## config.mk

```make
export PLATFORM = sky130hd
export DESIGN_NAME = rf_wb_sched
export DESIGN_NICKNAME = d
export VERILOG_FILES = /design/src/rtl/rf_wb_sched.sv
export SDC_FILE = /design/constraint.sdc
export NUM_CORES = 1
export LEC_CHECK = 0
export BUFFER_PORTS_ARGS = -buffer_cell sky130_fd_sc_hd__buf_2
export CORE_ASPECT_RATIO = 0.9
export CORE_MARGIN = 2
export CORE_UTILIZATION = 43
export DETAILED_ROUTE_END_ITERATION = 8
export GPL_TIMING_DRIVEN = 1
export PLACE_DENSITY_LB_ADDON = 0.08
export SYNTH_ARGS = -nofsm -noshare
export SYNTH_HDL_FRONTEND = slang
export SYNTH_SLANG_ARGS = --single-unit
export TNS_END_PERCENT = 5
```

## constraint.sdc

```tcl
create_clock -name clock -period 4 [get_ports clock]
set_clock_uncertainty 0.05 [all_clocks]
set_input_delay 1.2 -clock clock [delete_from_list [all_inputs] [get_ports clock]]
set_output_delay 1.2 -clock clock [all_outputs]
set_load 0.03 [all_outputs]
```

## src/rtl/rf_wb_sched.sv

```systemverilog
// Writeback scheduler and scoreboard for a 32x64 register file: LSU/ALU write-port arbitration,
// per-register busy tracking and RAW/WAW issue stall. Optional counters: RF_WB_SCHED_PERF_EN.
module rf_wb_sched #(
  parameter int unsigned XLEN = 64,
  parameter int unsigned NREG = 32,
  parameter int unsigned AW   = 5
) (
  input  logic            clock,
  input  logic            reset,
  input  logic            issue_valid,
  input  logic [AW-1:0]   issue_rs1,
  input  logic [AW-1:0]   issue_rs2,
  input  logic [AW-1:0]   issue_rd,
  input  logic            issue_wen,
  output logic            issue_ready,
  input  logic            alu_valid,
  input  logic [AW-1:0]   alu_rd,
  input  logic [XLEN-1:0] alu_data,
  output logic            alu_ready,
  input  logic            lsu_valid,
  input  logic [AW-1:0]   lsu_rd,
  input  logic [XLEN-1:0] lsu_data,
  output logic            lsu_ready,
  output logic            rf_wen,
  output logic [AW-1:0]   rf_waddr,
  output logic [XLEN-1:0] rf_wdata,
  output logic [NREG-1:0] busy_vec,
  output logic            sb_err
`ifdef RF_WB_SCHED_PERF_EN
  ,
  output logic [63:0]     stall_cnt,
  output logic [63:0]     conflict_cnt
`endif
);

  logic [NREG-1:0] busy_q, busy_d;
  logic            wb_acc;
  logic [AW-1:0]   wb_rd;
  logic [XLEN-1:0] wb_data;
  logic            issue_fire;

  // LSU has fixed priority; a stalled ALU result is held by its source.
  assign lsu_ready = 1'b1;
  assign alu_ready = ~lsu_valid;
  assign wb_acc    = lsu_valid | alu_valid;
  assign wb_rd     = lsu_valid ? lsu_rd   : alu_rd;
  assign wb_data   = lsu_valid ? lsu_data : alu_data;

  assign issue_ready = ~busy_q[issue_rs1] & ~busy_q[issue_rs2] & ~(issue_wen & busy_q[issue_rd]);
  assign issue_fire  = issue_valid & issue_ready & issue_wen & (issue_rd != '0);
  assign busy_vec    = busy_q;

  // Clear lands with the register file write; a same-index set takes precedence.
  always_comb begin
    busy_d = busy_q;
    if (rf_wen) begin
      busy_d[rf_waddr] = 1'b0;
    end
    if (issue_fire) begin
      busy_d[issue_rd] = 1'b1;
    end
    busy_d[0] = 1'b0;
  end

  always_ff @(posedge clock) begin
    if (reset) begin
      busy_q   <= '0;
      rf_wen   <= 1'b0;
      rf_waddr <= '0;
      rf_wdata <= '0;
      sb_err   <= 1'b0;
    end else begin
      busy_q <= busy_d;
      rf_wen <= wb_acc & (wb_rd != '0);
      if (wb_acc) begin
        rf_waddr <= wb_rd;
        rf_wdata <= wb_data;
      end
      if (wb_acc && (wb_rd != '0) && !busy_q[wb_rd]) begin
        sb_err <= 1'b1;
      end
    end
  end

`ifdef RF_WB_SCHED_PERF_EN
  always_ff @(posedge clock) begin
    if (reset) begin
      stall_cnt    <= '0;
      conflict_cnt <= '0;
    end else begin
      if (issue_valid && !issue_ready) begin
        stall_cnt <= stall_cnt + 64'd1;
      end
      if (alu_valid && lsu_valid) begin
        conflict_cnt <= conflict_cnt + 64'd1;
      end
    end
  end
`endif

endmodule

```

==> results.yml, run 1 <==
outcome:
  status: "finished, final reports clean"
power:
  p_sw_uw: 740
  power_mw: 2.49
  worst_ir_drop_vdd_uv: 244
  seq_power_share_pct: 44.4
  p_leak_nw: 3.64
  internal_power_mw: 1.75
  combPwrFrac_pct: 22.7
  netSwitchingFraction_pct: 29.7
  powerDensity_nw_per_um2: 325
  clkPwrFrac_pct: 33.0
grt:
  grt_start_max_net_pins: 86
  antenna_found_initial: 1
  grt_pass1_wl_um: 30800
  grt_overflow: 0
  first_global_vias: 6029
  track_usage_pct: 27.2
route:
  drtIter0Drc: 365
  wl_per_cell_um: 18.3
  num_vias: 6175
  wl_um: 20000
  ant_nets: 0
  drc: 0
  wl_met1_um: 7730
  firstDrtPassIters: 5
  dr_wl_met2_um: 9530
  met3WireLength_um: 1960
  via_per_inst: 5.67
  dr.max_layer_used: "met5"
finish:
  antenna_cells: 0
  fin_area_um2: 7660
  multi_input_area_um2: 3480
  seq_area_um2: 2040
  finalNetCount: 1080
  fillCellCount: 1150
  area_delta_synth_final_pct: 34.8
  drive_gt1_share_pct: 37.7
clock_network:
  tritoncts: "done"
  insertion_delay_ps: 340
  cts_sinks: 102
  htree_levels: 3
  clk_pin_slew_ps: 60
  cts_max_path_buffers: 2
  numCtsBuffers: 9
  cts_root_buf: "clkbuf_16"
timing:
  fin_setup_tns_ps: 0
  fin_crit_ps: 3990
  max_slew.worst_pin.slew_ps: 977
  fmax_mhz: 251
  rsz0062_at_grt: "true"
  whs_ps: 482
  finalHoldViolCount: 0
  relSlewSlack_pct: 34.8
  drv_slew: 0
  fin_crit_sh_pct: 99.7
  setup_viol_count_final: 0
worst_setup_path:
  reg2reg_depth: 8
  critPathSlowestCell: "mux4_2"
  endpoint: "issue_ready"
  crit_arrival_ps: 2740
  startpoint: "issue_rs1[2]"
  critical_path_class: "in -> out"
  crit_path_max_fanout: 5
  worst-r2r-setup-slack_ps: 1340
  critical_path.cell_chain: "buf_12, mux4_2, o32ai_2, nor4b_2, nor4_4, o21a_2, buf_6"
  cp-end-kind: "output port"
  critPathRequiredTime_ps: 2750
  start_kind: "input pin"
  slowest_delay_ps: 500
  r2r_start: "busy_vec[13]"
  regToRegEndpoint: "busy_vec[18]"
placement:
  dp_hpwl_um: 14800
  gp_congestion: 0.929
  dpl_cell_area_um2: 7230
  io_buffers: 262
die:
  fp.dieW_um: 125
  core_um2: 12800
  die_h_um: 113
  dieArea_um2: 14100
  boundaryPins: 265
  rows: 39
  start_util_pct: 44.4
yosys:
  synthArstFlopShare_pct: 0
  synthesis.nets: 829
  ys_seq_elements: 102
  ys.flop_type: "dfxtp_1"
  yosysUniqueCellTypes: 49
  avgSynthCellArea_um2: 8.48
  synth_cells: 670
  syn_area_um2: 5680
  yosysSeqAreaShare_pct: 35.9
  synth_edf_count: 0
  yosysWarnings: 0
hold_path:
  holdCritPathClass: "reg -> reg"
  hold_path_depth: 2
job:
  maxCapViolCount: 0
==> sequential cells by signal (all words and copies together), names as in the netlist <==
| register | count |
|---|---|
| busy_vec | 31 |
| rf_waddr | 5 |
| rf_wdata | 64 |
| rf_wen | 1 |
| sb_err | 1 |
==> power by group through the flow <==
stage          combinational [mW]  clock (mW)  sequential, mW
6_report                    0.564       0.821            1.10
5_1_grt                     0.611       0.886            1.11
4_1_cts                     0.561       0.844            1.10
3_5_place_dp                0.544           0            1.13
3_3_place_gp                0.534           0            1.12
2_1_floorplan               0.255           0            1.21
==> metal layers <==
layer  track usage (%)  vias to the layer above
met2              45.8                      330
met4              12.7                        2
met3              7.19                       68
met1              32.7                     2869
li1                  -                     2906
met5                 0                        -
==> worst max-delay path, delay by kind of cell <==
kind                   cells  cell delay [ps]
AND/OR/NAND/NOR            2              400
buffers and inverters      2              210
multiplexers               1              500
AO/OA/AOI/OAI              2              420
==> metrics by stage <==
| step | utilization, % | worst slack (ps) | instances |
|---|---|---|---|
| after floorplan | - | 2.73 | 670 |
| after global placement | 56.6 | -108 | 1072 |
| after detailed placement | 56.6 | -158 | 1072 |
| after CTS | 59.7 | 0.708 | 1088 |
| after global routing | 59.9 | -48.8 | 1089 |
| final | 59.9 | 10.7 | 1089 |
==> cell type report <==
type | instances | share of cell area [%]
multi-input combinational | 509 | 45.5
sequential | 102 | 26.7
timing repair buffer | 294 | 21.3
clock buffer | 12 | 3.35
tap | 164 | 2.68
clock inverter | 3 | 0.245
inverter | 5 | 0.245
==> logic make-up (layout without fill, tap and decap cells) <==
| logic type | Yosys count | after routing | share of synthesized area (%) |
|---|---|---|---|
| buffers and inverters | 59 | 314 | 4.27 |
| other | 2 | 2 | 0.132 |
| AND/OR/NAND/NOR | 238 | 238 | 19.1 |
| AO/OA/AOI/OAI | 153 | 153 | 15.9 |
| flip-flops | 102 | 102 | 35.9 |
| multiplexers | 116 | 116 | 24.6 |
==> worst min path at each step <==
stage | from | end | slack [ps]
floorplan | busy_vec[19] | busy_vec[19] | 570
global placement | sb_err | sb_err | 440
detailed placement | sb_err | sb_err | 460
CTS | sb_err | sb_err | 470
global route | sb_err | sb_err | 510
finish | sb_err | sb_err | 480
==> cells in the final DEF, fill, tap and decap left out, drive strengths merged, types with 2 or more instances in the layout <==
master	n
or3b	2
or2	3
clkbuf	12
nand2b	8
a2bb2oi	2
nand4	4
nor2b	4
o22a	2
nor2	142
and3b	2
mux2i	93
inv	6
nor3b	5
and3	2
buf	294
o21ai	37
o211ai	17
nand3	22
a211oi	6
a21oi	67
a22oi	3
o2bb2ai	2
nand3b	9
o22ai	5
clkinv	2
dfxtp	102
nor4b	2
nor3	5
o32ai	2
conb	2
mux2	5
a2111oi	3
nand2	24
nor4	2
mux4	18
==> cell usage after synthesis (all sizes together) (2+ instances only) <==
cell type / count / area share [%]
o211ai: 17 / 2.2
mux2: 5 / 0.99
or3b: 2 / 0.31
inv: 5 / 0.33
nand3b: 9 / 1.2
nor3b: 5 / 0.66
a2bb2oi: 2 / 0.31
conb: 2 / 0.13
mux2i: 93 / 16
dfxtp: 102 / 36
mux4: 18 / 7.1
nand3: 22 / 1.9
nand2: 24 / 1.6
buf: 11 / 1.1
a211oi: 6 / 0.79
and3: 2 / 0.22
a21oi: 67 / 5.9
clkbuf: 43 / 2.8
a22oi: 3 / 0.40
o32ai: 2 / 0.31
nor2b: 4 / 0.44
nor4b: 2 / 0.31
a2111oi: 3 / 0.46
o22ai: 5 / 0.55
o21ai: 37 / 3.3
o2bb2ai: 2 / 0.31
or2: 3 / 0.33
nor3: 5 / 0.44
o22a: 2 / 0.31
and3b: 2 / 0.31
nor4: 2 / 0.48
nand4: 4 / 0.44
nand2b: 8 / 0.88
nor2: 142 / 9.4
==> timing repair <==
action,in CTS,in global routing
pin swaps,6,3
setup buffers,2,1
hold buffers,0,0
resized for setup,27,4
cloned,0,0
endpoints found under the hold margin,0,0
setup endpoints to repair,1,1
(Power assumes the default switching activity.)
==> run 2, diff against run 1 <==
CORE_UTILIZATION = 45   (was 43)
clock period = 3.7 ns   (was 4 ns; I/O delays follow)
==> run 2 against run 1 <==
  * The run now ends with setup timing left
  * Utilization grew 4.5 points
  * Die area down 4.3%
  * Highest routed layer is now met4
  * Clock-buffer cell count fell by 2
  * Combinational power increased by 9.8%
  * Critical path type unchanged
  * Largest cell class unchanged
  * Global-route usage is 1.3 points higher
  * First-iteration DRC count is 33% higher
  * Cell area increased by 2.4%
  * Via count shrank 0.96%
  * Register-to-register slack worse by 450 ps
==> results.yml, run 2 (synthesized netlist as in run 1, its figures left out) <==
worst_setup_path:
  crit_family: "multiplexers"
  worst-r2r-setup-slack_ps: 890
  critical_path_buf_inv_count: 3
  cp-end-kind: "output port"
  regToRegEndpoint: "busy_vec[15]"
  critical_path_class: "in -> out"
  slowest_delay_ps: 530
  critical_path.cell_chain: "buf_12, buf_6, mux4_2, o22ai_4, nor4_4, nor4_4, o21a_2, buf_6"
  reg2reg_depth: 8
  crit_arrival_ps: 2700
  critPathRequiredTime_ps: 2540
  start_kind: "input pin"
  critPathSlowestCell: "mux4_2"
  r2r_start: "busy_vec[13]"
  crit_path_max_fanout: 5
route:
  drtIter0Drc: 487
  wl_um: 19900
  ant_nets: 0
  num_vias: 6116
  wl_per_cell_um: 18.0
  via_per_inst: 5.54
  drc: 0
  firstDrtPassIters: 5
timing:
  whs_ps: 444
  fin_crit_ps: 3860
  fmax_mhz: 259
  setup_viol_count_final: 1
  finalHoldViolCount: 0
  drv_slew: 0
  fin_crit_sh_pct: 104
  setup_ws_ps: -158
  rsz0062_at_grt: "true"
  relSlewSlack_pct: 33.1
  max_slew.worst_pin.slew_ps: 1000
clock_network:
  cts_max_path_buffers: 2
  htree_levels: 3
  cts_root_buf: "clkbuf_16"
  holdBufCountCts: 0
  numCtsBuffers: 9
  insertion_delay_ps: 340
  cts_sinks: 102
  tritoncts: "done"
  clk_pin_slew_ps: 70
finish:
  drive_gt1_share_pct: 39.2
  fin_area_um2: 7840
  finalNonFillerCells: 1104
  fillCellCount: 1066
  largest_register: "rf_wdata"
  final_common_cell: "buf_2"
  finalNetCount: 1099
  mostFrequentLayoutCells: "256 x buf_2, 141 x nor2_1, 102 x dfxtp_1"
  antenna_cells: 0
  largest_reg_flops: 64
  area_delta_synth_final_pct: 38.1
  fin_util_pct: 64.4
placement:
  gp_congestion: 0.921
  io_buffers: 262
  place_inst: 1083
  dpl_cell_area_um2: 7340
  dp_hpwl_um: 14800
grt:
  grt_overflow: 0
  grt_start_max_net_pins: 69
  grt_pass1_wl_um: 30200
  track_usage_pct: 28.5
  antenna_found_initial: 0
  first_global_vias: 5758
power:
  worst_ir_drop_vdd_uv: 288
  p_leak_nw: 3.76
  powerDensity_nw_per_um2: 366
die:
  core_um2: 12200
  start_util_pct: 46.7
  die_h_um: 111
  fp.dieW_um: 122
  boundaryPins: 265
  rows: 38
  dieArea_um2: 13500
hold_path:
  hold_path_depth: 2
  worstHoldEndpoint: "sb_err"
  hp-start: "sb_err"
  holdCritPathClass: "reg -> reg"
outcome:
  status: "complete, but fails checks"
  violations: "setup timing"
job:
  maxCapViolCount: 0
## run 2: through the flow
step           power (mW)  setup WS, ps  setup TNS [ps]
6_report             2.87          -158            -158
5_1_grt              2.99          -215            -215
4_1_cts              2.89          -134            -134
3_5_place_dp         1.81          -307            -307
3_3_place_gp         1.80          -241            -241
2_1_floorplan        1.59          -113            -113
## run 2: power breakdown
part	switching (mW)	internal, mW
Combinational	0.366	0.253
Clock	0.400	0.661
Sequential	0.0382	1.15
## run 2: cell type report
class,instances,area [µm²],area share (%)
inverter,5,18.8,0.239
clock buffer,10,229,2.92
sequential,102,2040,26.0
timing repair buffer,313,1760,22.4
tap,160,200,2.55
multi-input combinational,509,3490,44.5
clock inverter,5,108,1.37
## run 2: routing by layer
layer | global-route usage [%] | wire [µm] | vias to the layer above
met5 | 0 | 0 | -
met3 | 7.39 | 1810 | 42
met2 | 48.0 | 9600 | 288
met1 | 35.5 | 8020 | 2840
li1 | - | - | 2946
met4 | 8.58 | 443 | 0
## run 2: worst max-delay path by stage
stage,from,endpoint,slack [ps],cells after the start
2_1_floorplan,issue_rs1[2],issue_ready,-110,6
3_3_place_gp,issue_rs2[1],issue_ready,-240,7
3_5_place_dp,issue_rs2[1],issue_ready,-310,7
4_1_cts,issue_rs1[2],issue_ready,-130,8
5_1_grt,issue_rs2[0],issue_ready,-210,7
6_report,issue_rs1[0],issue_ready,-160,8
## run 2: tightest hold or removal path, cell delays in order, from the launching register on
cell and delay, ps:
dfxtp_1 330, a21oi_1 60, nand3_1 70
## run 2: repair_timing
action	CTS	global route
gates resized for setup	26	3
setup endpoints to repair	1	1
buffers inserted	6	0
pin swaps	5	1
gates cloned	0	0
==> run 3, diff against run 2 <==
ABC_AREA = 1   (was default)
==> run 3 against run 2 <==
  * Critical path depth up 4
  * Synthesized cell count up 55%
  * Register-to-register slack better by 620 ps
  * Non-clock buffer count down 27
  * The flow now finishes without violations
  * Largest cell class unchanged
  * Highest routed layer unchanged
  * Utilization down 5.5 points
  * Critical path type unchanged
  * Sequential power about the same
==> results.yml, run 3 <==
grt:
  grt_util_met2_pct: 47.1
  grt_pass1_wl_um: 35700
  globalRouteMet1Util_pct: 41.5
  antenna_found_initial: 0
  grt_start_max_net_pins: 65
  grt-busiest-layer: "met2"
  track_usage_pct: 31.0
  first_global_vias: 6746
  grt_use_met3_pct: 11.2
  grt_overflow: 0
power:
  powerDensity_nw_per_um2: 344
  power_mw: 2.72
  worst_ir_drop_vdd_uv: 246
  netSwitchingFraction_pct: 32.5
  p_sw_uw: 885
  combPwrFrac_pct: 23.6
  p_leak_nw: 4.33
  seq_power_share_pct: 43.6
  clkPwrFrac_pct: 32.8
  internal_power_mw: 1.84
finish:
  area_delta_synth_final_pct: 26.9
  seq_area_um2: 2040
  drive_gt1_share_pct: 25.4
  final_common_cell: "nand2_1"
  multi_input_area_um2: 3370
  mostFrequentLayoutCells: "332 x nand2_1, 259 x buf_2, 232 x nand3_1"
  largest_reg_flops: 64
  fillCellCount: 1437
  finalNetCount: 1434
  fin_area_um2: 7910
  antenna_cells: 0
  largest_register: "rf_wdata"
clock_network:
  htree_levels: 3
  cts_resized: 0
  cts_max_path_buffers: 2
  cts_root_buf: "clkbuf_16"
  holdBufCountCts: 0
  cts_sinks: 102
  cts_setup_buffers: 0
  numCtsBuffers: 9
  insertion_delay_ps: 350
  clk_pin_slew_ps: 60
  tritoncts: "done"
die:
  boundaryPins: 265
  rows: 40
  core_um2: 13400
  start_util_pct: 46.5
  die_h_um: 116
  fp.dieW_um: 128
  dieArea_um2: 14800
timing:
  relSlewSlack_pct: 26.9
  rsz0062_at_grt: "false"
  fin_crit_sh_pct: 97.1
  fin_setup_tns_ps: 0
  drv_slew: 0
  fin_crit_ps: 3590
  setup_viol_count_final: 0
  fmax_mhz: 278
  max_slew.worst_pin.slew_ps: 1100
  finalHoldViolCount: 0
yosys:
  synthArstFlopShare_pct: 0
  syn_area_um2: 6230
  synth_top_area_share_pct: 32.8
  ys_seq_elements: 102
  yosysTopAreaCell: "dfxtp_1"
  synth_area_leaders: "dfxtp_1 33%, nand2_1 20%, nand3_1 19%"
  synthesis.nets: 1200
  avgSynthCellArea_um2: 5.99
  yosysUniqueCellTypes: 29
  ys.flop_type: "dfxtp_1"
  yosysWarnings: 0
  synth_edf_count: 0
  yosys-top-cells-count: "332 x nand2_1, 232 x nand3_1, 125 x inv_1"
  synth.most_common_cell: "nand2_1"
  synth_cells: 1041
  yosysSeqAreaShare_pct: 32.8
job:
  maxCapViolCount: 0
worst_setup_path:
  start_kind: "input pin"
  critical_path_class: "in -> out"
  critPathRequiredTime_ps: 2540
  crit_path_max_fanout: 15
  crit_arrival_ps: 2430
  cp-end-kind: "output port"
route:
  wl_um: 23400
  drc: 0
  firstDrtPassIters: 6
  ant_nets: 0
  wl_per_cell_um: 16.2
  drtIter0Drc: 674
  num_vias: 7644
  via_per_inst: 5.29
hold_path:
  holdCritPathClass: "reg -> reg"
placement:
  dp_hpwl_um: 17100
  dpl_cell_area_um2: 7630
  gp_congestion: 0.979
  io_buffers: 262
outcome:
  status: "finished, final reports clean"
## run 3: changes by cell type after synthesis, sizes merged, moves of 9 or more
cell,previous run,this run
o211ai,17,7
nand3,22,241
nand2,24,333
mux2i,93,0
o21ai,37,59
inv,5,128
mux4,18,0
nor2,142,44
a21oi,67,46
nand3b,9,0
buf,11,28
## run 3: worst paths after layout
path	depth (start not counted)	slack [ps]	end	from
worst max-delay path	12	110	issue_ready	issue_rd[0]
worst min-delay path	2	400	sb_err	sb_err
worst max register to register	12	1510	busy_vec[16]	busy_vec[21]
worst min register to register	2	400	sb_err	sb_err
## run 3: final cells by class
cell class	instances	area share [%]
Clock buffer	10	3.02
Clock inverter	4	0.396
Inverter	130	6.20
Multi-Input combinational cell	746	42.6
Sequential cell	102	25.8
Tap cell	168	2.66
Timing Repair Buffer	286	19.3
## run 3: critical path, cell delays in order
cell and delay, ps:
clkbuf_4 180, buf_4 180, nand2_1 60, o21ai_0 80
nand2_1 60, nand2_1 50, nand2_1 50, nand2_1 40
nor2_1 150, a21boi_1 120, nor2_4 170, buf_4 180
## run 3: metrics by stage
step	util [%]	hold WS, ps	setup WS [ps]	std cells
after floorplan	-	530	335	1041
after global placement	56.9	394	79.9	1432
after detailed placement	56.9	390	75.4	1432
after CTS	58.9	403	71.5	1446
after global routing	59.0	442	25.8	1446
final	59.0	402	109	1446
## run 3: cell families (layout without fill, tap and decap cells)
logic type             count (synthesis)  in the layout  share of synthesized area, %
AND/OR/NAND/NOR                      629            629                          43.9
buffers and inverters                193            430                          13.2
AO/OA/AOI/OAI                        115            115                          9.98
flip-flops                           102            102                          32.8
other                                  2              2                         0.121
## run 3: per-layer routing
| layer | part of all wire (%) | wire length [µm] |
|---|---|---|
| met5 | 0 | 0 |
| met4 | 2.3 | 548 |
| met1 | 42 | 9870 |
| met2 | 44 | 10400 |
| met3 | 11 | 2610 |
## run 3: power by group through the flow
stage,logic [mW],clock network [mW],registers [mW]
after CTS,0.638,0.914,1.19
after detailed placement,0.636,0,1.21
after floorplan,0.312,0,1.31
final,0.643,0.894,1.19
after global placement,0.635,0,1.21
after global routing,0.706,0.959,1.19
